**src/rtl/score_keeper.sv**
```systemverilog
// -----------------------------------------------------------------------------
// score_keeper
//
// Game-score stage that feeds the binary-to-BCD converter driving the two-digit
// seven-segment display. It counts hits, tracks lives, runs the IDLE/PLAY/OVER
// game flow and keeps a session high score. Score and high score are
// saturated at MAX_SCORE (at most 99), so the tens digit never exceeds 9.
//
// Parameters:
//   MAX_SCORE   saturation ceiling for score (1..99)
//   HIT_POINTS  points added per hit (1..MAX_SCORE)
//   START_LIVES lives loaded at game start (1..3)
//
// Ports:
//   clk         system clock, all state changes on the rising edge
//   rst_n       asynchronous, active-low reset
//   start       start/restart request (level, edge-detected internally)
//   hit         one-cycle pulse, the player scored
//   miss        one-cycle pulse, the player lost a life
//   score       current score, binary, 0..MAX_SCORE
//   high_score  best final score since reset, binary
//   lives       remaining lives
//   playing     high while in PLAY
//   game_over   high while in OVER
//   new_high    high while in OVER if the last game set a new high score
// -----------------------------------------------------------------------------
module score_keeper #(
  parameter int unsigned MAX_SCORE   = 99,
  parameter int unsigned HIT_POINTS  = 1,
  parameter int unsigned START_LIVES = 3
) (
  input  logic       clk,
  input  logic       rst_n,
  input  logic       start,
  input  logic       hit,
  input  logic       miss,
  output logic [7:0] score,
  output logic [7:0] high_score,
  output logic [1:0] lives,
  output logic       playing,
  output logic       game_over,
  output logic       new_high
);

  // 9-bit views of the parameters so the hit addition cannot wrap at 8 bits.
  localparam logic [8:0] MAX_SCORE_W   = 9'(MAX_SCORE);
  localparam logic [8:0] HIT_POINTS_W  = 9'(HIT_POINTS);
  localparam logic [1:0] START_LIVES_W = 2'(START_LIVES);

  typedef enum logic [1:0] {
    ST_IDLE = 2'b00,
    ST_PLAY = 2'b01,
    ST_OVER = 2'b10,
    ST_BAD  = 2'b11
  } state_t;

  state_t      state_q, state_d;
  logic        start_q, start_d;
  logic        armed_q, armed_d;
  logic [7:0]  score_q, score_d;
  logic [7:0]  high_q, high_d;
  logic [1:0]  lives_q, lives_d;
  logic        new_high_q, new_high_d;
  logic        playing_q, playing_d;
  logic        game_over_q, game_over_d;

  logic        start_rise;
  logic [8:0]  score_sum;
  logic [7:0]  score_sat;
  logic [7:0]  score_next;

  // Edge detect on start. armed_q stays low until start has been seen low at
  // least once after reset, so a start level held through reset release does
  // not count as a press; start_q itself still resets to 0.
  always_comb begin
    start_d    = start;
    armed_d    = armed_q | ~start;
    start_rise = start & ~start_q & armed_q;
  end

  // Saturating score update used on any PLAY cycle, including the cycle of
  // the killing miss.
  always_comb begin
    score_sum  = {1'b0, score_q} + HIT_POINTS_W;
    score_sat  = (score_sum > MAX_SCORE_W) ? MAX_SCORE_W[7:0] : score_sum[7:0];
    score_next = hit ? score_sat : score_q;
  end

  // Game flow: next state and next values of every registered output.
  always_comb begin
    state_d    = state_q;
    score_d    = score_q;
    high_d     = high_q;
    lives_d    = lives_q;
    new_high_d = new_high_q;

    case (state_q)
      ST_IDLE: begin
        if (start_rise) begin
          state_d    = ST_PLAY;
          score_d    = 8'd0;
          lives_d    = START_LIVES_W;
          new_high_d = 1'b0;
        end
      end

      ST_PLAY: begin
        score_d = score_next;
        if (miss) begin
          if (lives_q > 2'd1) begin
            lives_d = lives_q - 2'd1;
          end else begin
            // Last life gone: the high score comparison uses the score that
            // includes a hit arriving in this same cycle. A tie is not a win.
            lives_d = 2'd0;
            state_d = ST_OVER;
            if (score_next > high_q) begin
              high_d     = score_next;
              new_high_d = 1'b1;
            end else begin
              new_high_d = 1'b0;
            end
          end
        end
      end

      ST_OVER: begin
        if (start_rise) begin
          state_d    = ST_PLAY;
          score_d    = 8'd0;
          lives_d    = START_LIVES_W;
          new_high_d = 1'b0;
        end
      end

      default: begin
        // Unused encoding: fall back to IDLE with everything cleared.
        state_d    = ST_IDLE;
        score_d    = 8'd0;
        high_d     = 8'd0;
        lives_d    = 2'd0;
        new_high_d = 1'b0;
      end
    endcase

    playing_d   = (state_d == ST_PLAY);
    game_over_d = (state_d == ST_OVER);
  end

  // State and output registers.
  always_ff @(posedge clk or negedge rst_n) begin
    if (!rst_n) begin
      state_q     <= ST_IDLE;
      start_q     <= 1'b0;
      armed_q     <= 1'b0;
      score_q     <= 8'd0;
      high_q      <= 8'd0;
      lives_q     <= 2'd0;
      new_high_q  <= 1'b0;
      playing_q   <= 1'b0;
      game_over_q <= 1'b0;
    end else begin
      state_q     <= state_d;
      start_q     <= start_d;
      armed_q     <= armed_d;
      score_q     <= score_d;
      high_q      <= high_d;
      lives_q     <= lives_d;
      new_high_q  <= new_high_d;
      playing_q   <= playing_d;
      game_over_q <= game_over_d;
    end
  end

  assign score      = score_q;
  assign high_score = high_q;
  assign lives      = lives_q;
  assign playing    = playing_q;
  assign game_over  = game_over_q;
  assign new_high   = new_high_q;

endmodule

```
**config.mk**
```make
export PLATFORM = sky130hd
export DESIGN_NAME = score_keeper
export DESIGN_NICKNAME = d
export VERILOG_FILES = /design/src/rtl/score_keeper.sv
export SDC_FILE = /design/constraint.sdc
export NUM_CORES = 1
export LEC_CHECK = 0
export BUFFER_PORTS_ARGS = -buffer_cell sky130_fd_sc_hd__buf_4
export CORE_UTILIZATION = 50
export CTS_BUF_LIST = sky130_fd_sc_hd__clkbuf_4 sky130_fd_sc_hd__clkbuf_8 sky130_fd_sc_hd__clkbuf_16
export DETAILED_ROUTE_END_ITERATION = 8
export PLACE_DENSITY = 0.71
export SYNTH_ARGS = -nofsm -noshare
export SYNTH_HDL_FRONTEND = slang
export SYNTH_SLANG_ARGS = --single-unit
```
**constraint.sdc**
```tcl
create_clock -name clk -period 4.82 [get_ports clk]
set_clock_uncertainty 0.1 [all_clocks]
set_input_delay 0.723 -clock clk [delete_from_list [all_inputs] [get_ports clk]]
set_output_delay 0.723 -clock clk [all_outputs]
set_load 0.01 [all_outputs]
```
==> run summary, run 1 <==
The count of input and output buffers is 25. dfrtp_1 is the most common cell in the netlist. The final worst setup slack came out at 720 ps.

The first-pass GRT wire length is 6460 um. The detailed-placement wirelength estimate is 2900 um. The cell area after synthesis came out at 1730 um^2. The combined global-route utilization of all metal layers is 23.8%. The sum of negative setup slack is 0 ps. The most used flip-flop cell after synthesis is dfrtp_1.

From synthesis to final layout, the design area changed by 11.1%. The setup fix buffers added after clock tree synthesis came out at 0. The tree is rooted in a clkbuf_4. The commonest cells after synthesis are dfrtp_1, nand2_1, nor2_1.

The Yosys step of the flow raised 0 warnings. The final period demand of the worst path is 4100 ps. The via count of the first global-routing pass came to 1399. The fraction of post-synthesis cell area in the top cell type by area came out at 36.3%. The post-synthesis async set-or-reset flop share is 100%. The number of hold buffers added after CTS came out at 0. The number of antenna violations at the first check in global routing is 0. In this run the worst hold path is classified as in2async. The met2 usage in global routing came out at 38.3%.

When the netlist entered floorplanning its net count stood at 208. STA classifies the critical path endpoint as a flip-flop. The mean area per synthesized cell is 8.94 um^2. The die area came out at 3690 um^2. The instance count of the mapped netlist came out at 193.

Across all hold checks on the routed design, the worst slack comes to 178 ps. The post-route DRC violation count is 0. The number of flops mapped to enable cells by yosys came out at 0. The count of routing violations after the opening detailed-route iteration came out at 137. Counting along the longest clock path gives a buffer depth of 2.

The initial core utilization came out at 54.7%. The count of distinct cell types in the synthesized netlist came out at 54. The final number of hold-violating endpoints is 0. Across the whole layout, storage elements account for 626 um^2. Setup repair after global routing left no endpoint under its margin.

The TritonCTS clock tree is done. The total power per unit cell area came out at 495 nW/um^2. Summed over all layers, the routed wires come to 3800 um. The clock-pin slew on the worst setup and hold paths came out at 130 ps. Measured along the x axis, the die boundary spans 60.7 um. The largest total area in the synthesized netlist belongs to dfrtp_1. The number of max-slew violations in the final report is 0. The data arrival time of the critical path is 4210 ps.

Dividing the detail-routed via count by the number of cells gives 5.81. The filler cells instantiated in the layout total 305. The sequential fraction of the synthesis area is 36.3%. Among all stages on the critical path, the largest delay is contributed by dfrtp_1.

The register bit total from synthesis is 25. Walking the worst path, the cells encountered are ha_1, a21boi_2, or4b_1, o31a_2, a21oi_4, a21oi_1, ha_1, nor2b_1, o211ai_1, a21oi_1, o221ai_1, inv_1, mux2_2. For the worst setup path, the data required time is 4930 ps. For this run, the detailed router's first-pass iteration total came to 4. At the end of routability-driven placement, the weighted congestion stood at 0.847. The multi-input logic area came out at 955 um^2.

The wire length per cell after detailed routing came out at 15.0 um. The number of vias after detailed routing is 1476. The core box area is 3150 um^2. The share of final-layout standard cells stronger than drive strength 1 is 21.0%. The count of pins on the block boundary is 26.

The number of levels the H-tree was split into came out at 1. The setup violation total in the final timing report is 0. By area the synthesized netlist is led by dfrtp_1, ha_1, nand2_1. In this run the most used layer during global routing was met2. Global routing used 1.92% of the available met3 tracks. After the last flow step, the layout net total stands at 226. The fraction of met1 tracks used by global routing came out at 33.6%. The sink count of the clock tree came out at 25. The worst ir drop on vdd is 0.348 mV.

The minimum setup slack after placement came out at 644 ps. The tightest slew margin relative to the limit is 63.8%. The static leakage power is 0.000872 uW. In this run the remaining antenna-violating nets after routing total 0. The run finished with clean final reports. The number of CTS-inserted buffers came out at 3. The maximum single-stage delay on the critical path came out at 500 ps. The die is 60.7 um tall. The maximum fanout count along the critical path is 12. The count of maximum capacitance violations came out at 0. The setup path with the least slack is of type reg2reg. The number of diodes added for antenna fixing is 0.

The post-CTS resize count came out at 0. The clock network latency to the later pin of the worst-skew pair came out at 310 ps. The kind of launch point of the worst setup path is a flip-flop. The floorplan row count is 20. The maximum operating frequency came out at 0.244 GHz.

The pin slew with the least headroom to its limit came out at 542 ps. The overflow left after global routing came out at 0. The final worst-path cycle share is 85.1%. Entering global routing, the biggest net connects 26 pins.
## metrics by stage
step	cells	instance area (um^2)	util [%]	power (uW)
3_5_place_dp	250	1890	59.8	854
4_1_cts	254	1920	60.8	954
2_1_floorplan	193	1730	-	686
5_1_grt	254	1920	60.8	1030
3_3_place_gp	250	1890	59.8	840
6_report	254	1920	60.8	948
## path summary, 6_finish.rpt
check                                     end  slack (ps)  startpoint  cells past startpoint
worst min-delay path                  armed_q         180       rst_n                      1
worst max register to register  high_score[5]         720    score[0]                     13
worst min register to register        armed_q         420     armed_q                      1
min in group clk                      armed_q         420     armed_q                      1
worst max-delay path            high_score[5]         720    score[0]                     13
max in group asynchronous            score[4]        4210       rst_n                      1
## sequential cells by signal, indices dropped and copies added (netlist names)
register    count
lives           2
high_score      8
start_q         1
playing         1
state_q         2
score           8
new_high        1
game_over       1
armed_q         1
## logic make-up (layout without fill, tap and decap cells)
group / after synthesis / after routing / share of synthesized area (%)
fa+ha+maj: 10 / 10 / 7.25
compound gates: 54 / 54 / 21.8
mux: 2 / 2 / 1.31
flops: 25 / 25 / 36.3
xor+xnor: 1 / 1 / 0.508
buf+inv: 28 / 45 / 8.41
simple gates: 73 / 73 / 24.4
## final cells by class
cell class,count,area share (%)
clock buffer,4,1.57
inverter,15,2.94
timing repair buffer,26,10.2
tap,44,2.87
sequential,25,32.6
multi-input combinational,140,49.8
## report_power, final
| part | total (uW) | internal [uW] | switching (uW) |
|---|---|---|---|
| clock network | 98.1 | 38.0 | 60.1 |
| logic | 488 | 220 | 268 |
| registers | 362 | 273 | 89.3 |
## worst max-delay path: cells and delay by family (launching register included)
kind | cells | cell delay, ps
compound gates | 7 | 1540
fa+ha+maj | 2 | 690
simple gates | 2 | 570
flops | 1 | 500
mux | 1 | 330
buf+inv | 1 | 260
## placed cells by master, fill, tap and decap left out, types with 7 or more instances in the layout
cell / synthesis / routed
nor2_1: 16 / 16
inv_1: 14 / 14
buf_4: 4 / 26
nand2b_1: 7 / 7
nand2_1: 17 / 17
ha_1: 10 / 10
o21ai_0: 7 / 7
dfrtp_1: 25 / 25
a21oi_1: 12 / 12
## per-layer routing
metal	up-vias	wire, um	share of wire (%)
li1	727	-	-
met1	704	1650	43
met2	41	1930	51
met3	4	181	4.8
met4	0	36	0.95
met5	-	0	0
Power figures use the tool's default switching activity.
==> inputs of run 2 (changes only) <==
==> constraint.sdc (replaced) <==
create_clock -name clk -period 4.82 [get_ports clk]
set_clock_uncertainty 0.1 [all_clocks]
set_input_delay 0.964 -clock clk [delete_from_list [all_inputs] [get_ports clk]]
set_output_delay 0.964 -clock clk [all_outputs]
set_load 0.01 [all_outputs]
==> run summary, run 2 (synthesized netlist as in run 1, its figures left out) <==
The pin count of the biggest net entering global routing came out at 26 (unchanged). The final instance count without filler cells was 254 (unchanged). The sink count of the clock tree is 25 (unchanged). The critical path endpoint category is a flip-flop. The number of vias per cell after detailed routing came out at 5.77 (-0.68%). The number of placed instances with taps included is 250 (unchanged).

The number of search-and-repair iterations in the first detailed-routing pass came out at 4 (unchanged). The core box area came out at 3150 um^2 (unchanged). The fraction of the core area covered by cells at the end of the flow is 60.8% (unchanged).

The final worst setup slack came out at 732 ps (+12.6 ps). In the layout the commonest cells are buf_4, dfrtp_1, nand2_1. TritonCTS built the clock tree.

The path depth of the worst reg2reg path is 13 (unchanged). The via count of the first global-routing pass came out at 1371 (-2.0%). The worst ir drop on vdd came out at 0.265 mV (-24%). The most common cell after layout, fill and taps aside is buf_4. The floorplan row count is 20 (unchanged). The clock-pin slew on the worst setup and hold paths came out at 130 ps (about the same). The die span in x is 60.7 um (unchanged). The standard cell area after detailed placement came to 1890 um^2 (unchanged). The final number of hold-violating endpoints is 0 (unchanged). The clock network latency to the later pin of the worst-skew pair came out at 310 ps (about the same). The wire length per cell after detailed routing came out at 14.8 um (-1.3%). The data required time of the critical path is 4930 ps (about the same). The die area came out at 3690 um^2 (unchanged). The number of max-slew violations in the final report is 0 (unchanged). The maximum fanout count along the critical path is 12 (unchanged). The sum of negative setup slack is 0 ps (unchanged). The count of input and output buffers came out at 25 (unchanged).

The setup fix buffers added after clock tree synthesis came out at 0 (unchanged). The maximum operating frequency is 0.245 GHz (+0.31%). The number of hold buffers added after CTS came out at 0 (unchanged).

The data arrival time of the critical path came out at 4200 ps (about the same). The number of diodes added for antenna fixing is 0 (unchanged). On the critical path the largest part of the delay comes from compound AO/OA/AOI/OAI gates. The initial core utilization came out at 54.7% (unchanged).

The critical path goes through ha_1, a21boi_2, or4b_1, o31a_2, a21oi_4, a21oi_1, ha_1, nor2b_1, o211ai_1, a21oi_1, o221ai_1, inv_1, mux2_2. The buffer depth of the longest clock path is 2 (unchanged). The floorplan die height is 60.7 um (unchanged). The slowest stage of the critical path belongs to the cell dfrtp_1. The count of routing violations after the opening detailed-route iteration came out at 133 (-2.9%). The maximum single-stage delay on the critical path came out at 500 ps (about the same).

The static leakage power is 0.000872 uW (unchanged). The post-CTS resize count is 0 (unchanged). The detailed-placement wirelength estimate came out at 2880 um (-0.68%).

The tightest slew margin relative to the limit was 64.7% (+0.87 points). The final worst-path cycle share was 84.8% (-0.26 points). The number of buffers and inverters on the critical path is 1 (unchanged).

The critical path depth is 13 (unchanged). The library cell used as clock root buffer is clkbuf_4. The weighted congestion at the end of routability-driven global placement is 0.847 (unchanged).

The count of pins on the block boundary is 26 (unchanged). The setup violation total in the final timing report came out at 0 (unchanged). The total power per unit cell area came out at 493 nW/um^2 (-0.43%). The minimum setup slack after placement came to 429 ps (-215 ps). The setup path with the least slack is of type reg2reg. The first-pass GRT wire length is 6380 um (-1.2%). The number of vias after detailed routing is 1466 (-0.68%). The post-layout net count is 226 (unchanged).

The sum of routed wire length over all layers was 3750 um (-1.3%). The area growth from synthesis to layout is 11.1% (unchanged). STA classifies the critical path startpoint as a flip-flop. The flow ran to the end, and the final reports show no timing, DRC or antenna violations. The number of antenna violations at the first check in global routing is 0 (unchanged). The combined global-route utilization of all metal layers is 23.2% (-0.55 points).

The number of CTS-inserted buffers is 3 (unchanged). The worst hold-check path type is in2async. The count of maximum capacitance violations is 0 (unchanged). The overflow left after global routing came out at 0 (unchanged). The share of final-layout standard cells stronger than drive strength 1 is 21.0% (unchanged). The final period demand of the worst path is 4090 ps (-12.6 ps). The number of levels the H-tree was split into is 1 (unchanged). Setup repair after global routing left no endpoint under its margin. The post-detailed-route count of antenna-violating nets was 0 (unchanged). The final non-filler cell area is 1920 um^2 (unchanged). The pin slew with the least headroom to its limit is 529 ps (-13.1 ps). The post-route DRC violation count was 0 (unchanged).
==> run 2: power breakdown <==
group / switching, uW / internal, uW
registers: 88.6 / 273
clock network: 59.0 / 38.0
logic: 266 / 220
total: 414 / 530
==> run 2: path summary, 6_finish.rpt <==
check | start | end | slack [ps]
max | score[0] | high_score[5] | 730
min | rst_n | high_score[7] | 420
max reg2reg | score[0] | high_score[5] | 730
max in group asynchronous | rst_n | score[5] | 3970
min in group clk | armed_q | armed_q | 420
min reg2reg | armed_q | armed_q | 420
==> run 2: final cells by class <==
| cell class | instances | area [um^2] |
|---|---|---|
| Fill cell | 293 | 1240 |
| Multi-Input combinational cell | 140 | 955 |
| Tap cell | 44 | 55.1 |
| Inverter | 15 | 56.3 |
| Timing Repair Buffer | 26 | 195 |
| Sequential cell | 25 | 626 |
| Clock buffer | 4 | 30.0 |
==> run 2: layer usage <==
metal  GRT usage (%)  routed length, um  vias up
met3            1.92                169        4
li1                -                  -      722
met5               0                  0        -
met1            33.0               1680      699
met2            37.8               1860       41
met4            7.47                 41        0
==> run 2: stage by stage <==
stage                     power, uW  hold WS [ps]
after floorplan                 686           350
after global placement          840           371
after detailed placement        852           384
after CTS                       952           415
after global routing           1020           431
final                           944           420
==> inputs of run 3 (changes only) <==
- clock period: 4.82 -> 3.9 ns (I/O delays scaled with it)
==> run summary, run 3 (synthesized netlist as in run 1, its figures left out) <==
The tightest slew margin relative to the limit came to 65.1% (+0.36 points). The buffer depth of the longest clock path came out at 2 (unchanged). The overflow left after global routing came out at 0 (unchanged). The weighted congestion at the end of routability-driven global placement is 0.868 (+2.4%). The number of CTS-inserted buffers is 3 (unchanged). The combined global-route utilization of all metal layers came out at 24.9% (+1.6 points). In the layout the commonest cells are buf_4, dfrtp_1, nand2_1. The area growth from synthesis to layout came out at 14.0%.

The die span in x is 60.7 um (unchanged). The sequential cell area is 626 um^2 (unchanged). The count of routing violations after the opening detailed-route iteration came out at 112 (-16%).

The part of the power in the clock network came out at 9.9% (-0.4 points). The library cell used as clock root buffer is clkbuf_4. The slowest stage of the critical path is the or4b_1 cell. The run finished with clean final reports.

The count of input and output buffers came out at 25 (unchanged). The count of maximum capacitance violations came out at 0 (unchanged). The share of final-layout standard cells stronger than drive strength 1 is 23.5% (+2.5 points). The data arrival time of the critical path is 3790 ps (-410 ps).

The number of filler instances in the final layout came out at 306 (+4.4%). The number of diodes added for antenna fixing is 0 (unchanged). The number of levels the H-tree was split into came out at 1 (unchanged).

The net switching share of the total power is 44.6% (+0.80 points). The core box area was 3150 um^2 (unchanged). The number of placed instances with taps included came to 257 (+2.8%). The critical path class is reg2reg. The number of vias after detailed routing came out at 1508 (+2.9%). The sum of negative setup slack is 0 ps (unchanged). The fraction of the core area covered by cells at the end of the flow came out at 62.4% (+1.6 points).

The pin count of the biggest net entering global routing came to 26 (unchanged). The total power after layout is 1210 uW (+28%). The final instance count without filler cells came to 261 (+2.8%). The total power per unit cell area came to 616 nW/um^2 (+25%). The post-route DRC violation count is 0 (unchanged). The post-layout net count is 233 (+3.1%). The final worst-path cycle share is 94.1% (+9.3 points).

The die area came out at 3690 um^2 (unchanged). The clock network latency to the later pin of the worst-skew pair is 330 ps (+20 ps). The worst ir drop on vdd came out at 0.348 mV (+32%). The detailed-placement wirelength estimate is 3170 um (+10%). The data required time of the critical path is 4020 ps (-910 ps). The pin slew with the least headroom to its limit is 523 ps (-6.47 ps). The post-detailed-route count of antenna-violating nets came out at 0 (unchanged). The number of antenna violations at the first check in global routing came to 0 (unchanged). The multi-input logic area was 955 um^2 (unchanged). The setup fix buffers added after clock tree synthesis came out at 0 (unchanged).

The sum of routed wire length over all layers is 4060 um (+8.2%). The clock-pin slew on the worst setup and hold paths came out at 150 ps (+20 ps). The worst setup path is captured at a flip-flop.

Setup repair after global routing left no endpoint under its margin. The setup violation total in the final timing report is 0 (unchanged). The initial core utilization was 54.7% (unchanged). The final non-filler cell area came out at 1970 um^2 (+2.6%). The worst hold-check path type is in2async. The final period demand of the worst path is 3670 ps (-417 ps).

The TritonCTS clock tree is done. The first-pass GRT wire length is 6730 um (+5.4%). The floorplan row count came out at 20 (unchanged). The maximum single-stage delay on the critical path is 450 ps (-50 ps). The count of pins on the block boundary is 26 (unchanged).

The final number of hold-violating endpoints was 0 (unchanged). The maximum operating frequency came out at 0.272 GHz (+11%). The static leakage power came out at 0.000907 uW (+3.9%).

The floorplan die height is 60.7 um (unchanged). The share of power burned in combinational logic is 55.3% (+3.8 points). The worst reg-to-reg setup slack was 230 ps (-500 ps). The via count of the first global-routing pass is 1451 (+5.8%). The sink count of the clock tree came out at 25 (unchanged). The wire length per cell after detailed routing is 15.5 um (+5.3%). The number of search-and-repair iterations in the first detailed-routing pass came out at 4 (unchanged). The library cell used most frequently in the layout, excluding fill and tap cells, is buf_4.

The critical path goes through ha_1, a21boi_2, or4b_1, o31a_2, a21oi_4, a21oi_1, ha_1, nor2b_1, o211ai_1, a21oi_1, o221ai_1, inv_1, mux2_2. The maximum fanout count along the critical path was 8 (-4). The path depth of the worst reg2reg path came out at 13 (unchanged). The number of vias per cell after detailed routing came out at 5.78 (+0.11%).

The number of max-slew violations in the final report came to 0 (unchanged). The switching power summed over all nets is 540 uW (+31%). The kind of launch point of the worst setup path is a flip-flop.

The sequential share of power is 34.8% (-3.5 points). The number of hold buffers added after CTS is 0 (unchanged). The cell-internal power came out at 671 uW (+26%). The post-CTS resize count is 0 (unchanged).

The standard cell area after detailed placement is 1940 um^2 (+2.8%).
-- run 3: cell count changes in the layout (fill, tap and decap cells not counted), sizes merged --
cell    before  now
clkinv       1    2
buf         26   33
clkbuf       4    3
-- run 3: worst paths after layout --
kind                                from       endpoint
worst max-delay path            score[0]  high_score[5]
worst min-delay path               rst_n        start_q
worst max register to register  score[0]  high_score[5]
worst min register to register   armed_q        armed_q
max in group asynchronous          rst_n       score[7]
min in group clk                 armed_q        armed_q
-- run 3: power by group through the flow --
stage	combinational [uW]	clock [uW]	sequential, uW
floorplan	418	0	430
global placement	644	0	422
detailed placement	669	0	429
CTS	674	124	423
global route	747	134	435
finish	669	120	422
-- run 3: stage by stage --
| stage | setup slack (ps) | hold WS (ps) |
|---|---|---|
| 2_1_floorplan | 313 | 350 |
| 3_3_place_gp | 133 | 371 |
| 3_5_place_dp | 35.5 | 370 |
| 4_1_cts | 232 | 223 |
| 5_1_grt | 39.6 | 227 |
| 6_report | 229 | 219 |
-- run 3: critical path: cells and delay by family, from the launching register on --
kind | cells | cell delay, ps
AOI/OAI and AO/OA | 7 | 1330
and+or+nand+nor | 2 | 590
buffers and inverters | 1 | 230
muxes | 1 | 310
DFF | 1 | 420
adders and majority gates | 2 | 580
-- run 3: cell type report --
type / instances / share of cell area (%)
Sequential cell: 25 / 31.8
Timing Repair Buffer: 33 / 12.6
Clock inverter: 1 / 0.254
Tap cell: 44 / 2.80
Inverter: 15 / 2.86
Clock buffer: 3 / 1.15
Multi-Input combinational cell: 140 / 48.5
-- run 3: metal layers --
metal | vias to the layer above | track usage [%] | share of wire (%)
li1 | 740 | - | -
met1 | 718 | 31.5 | 44
met2 | 43 | 45.4 | 51
met3 | 7 | 1.92 | 3.1
met4 | 0 | 7.14 | 1.3
met5 | - | 0 | 0
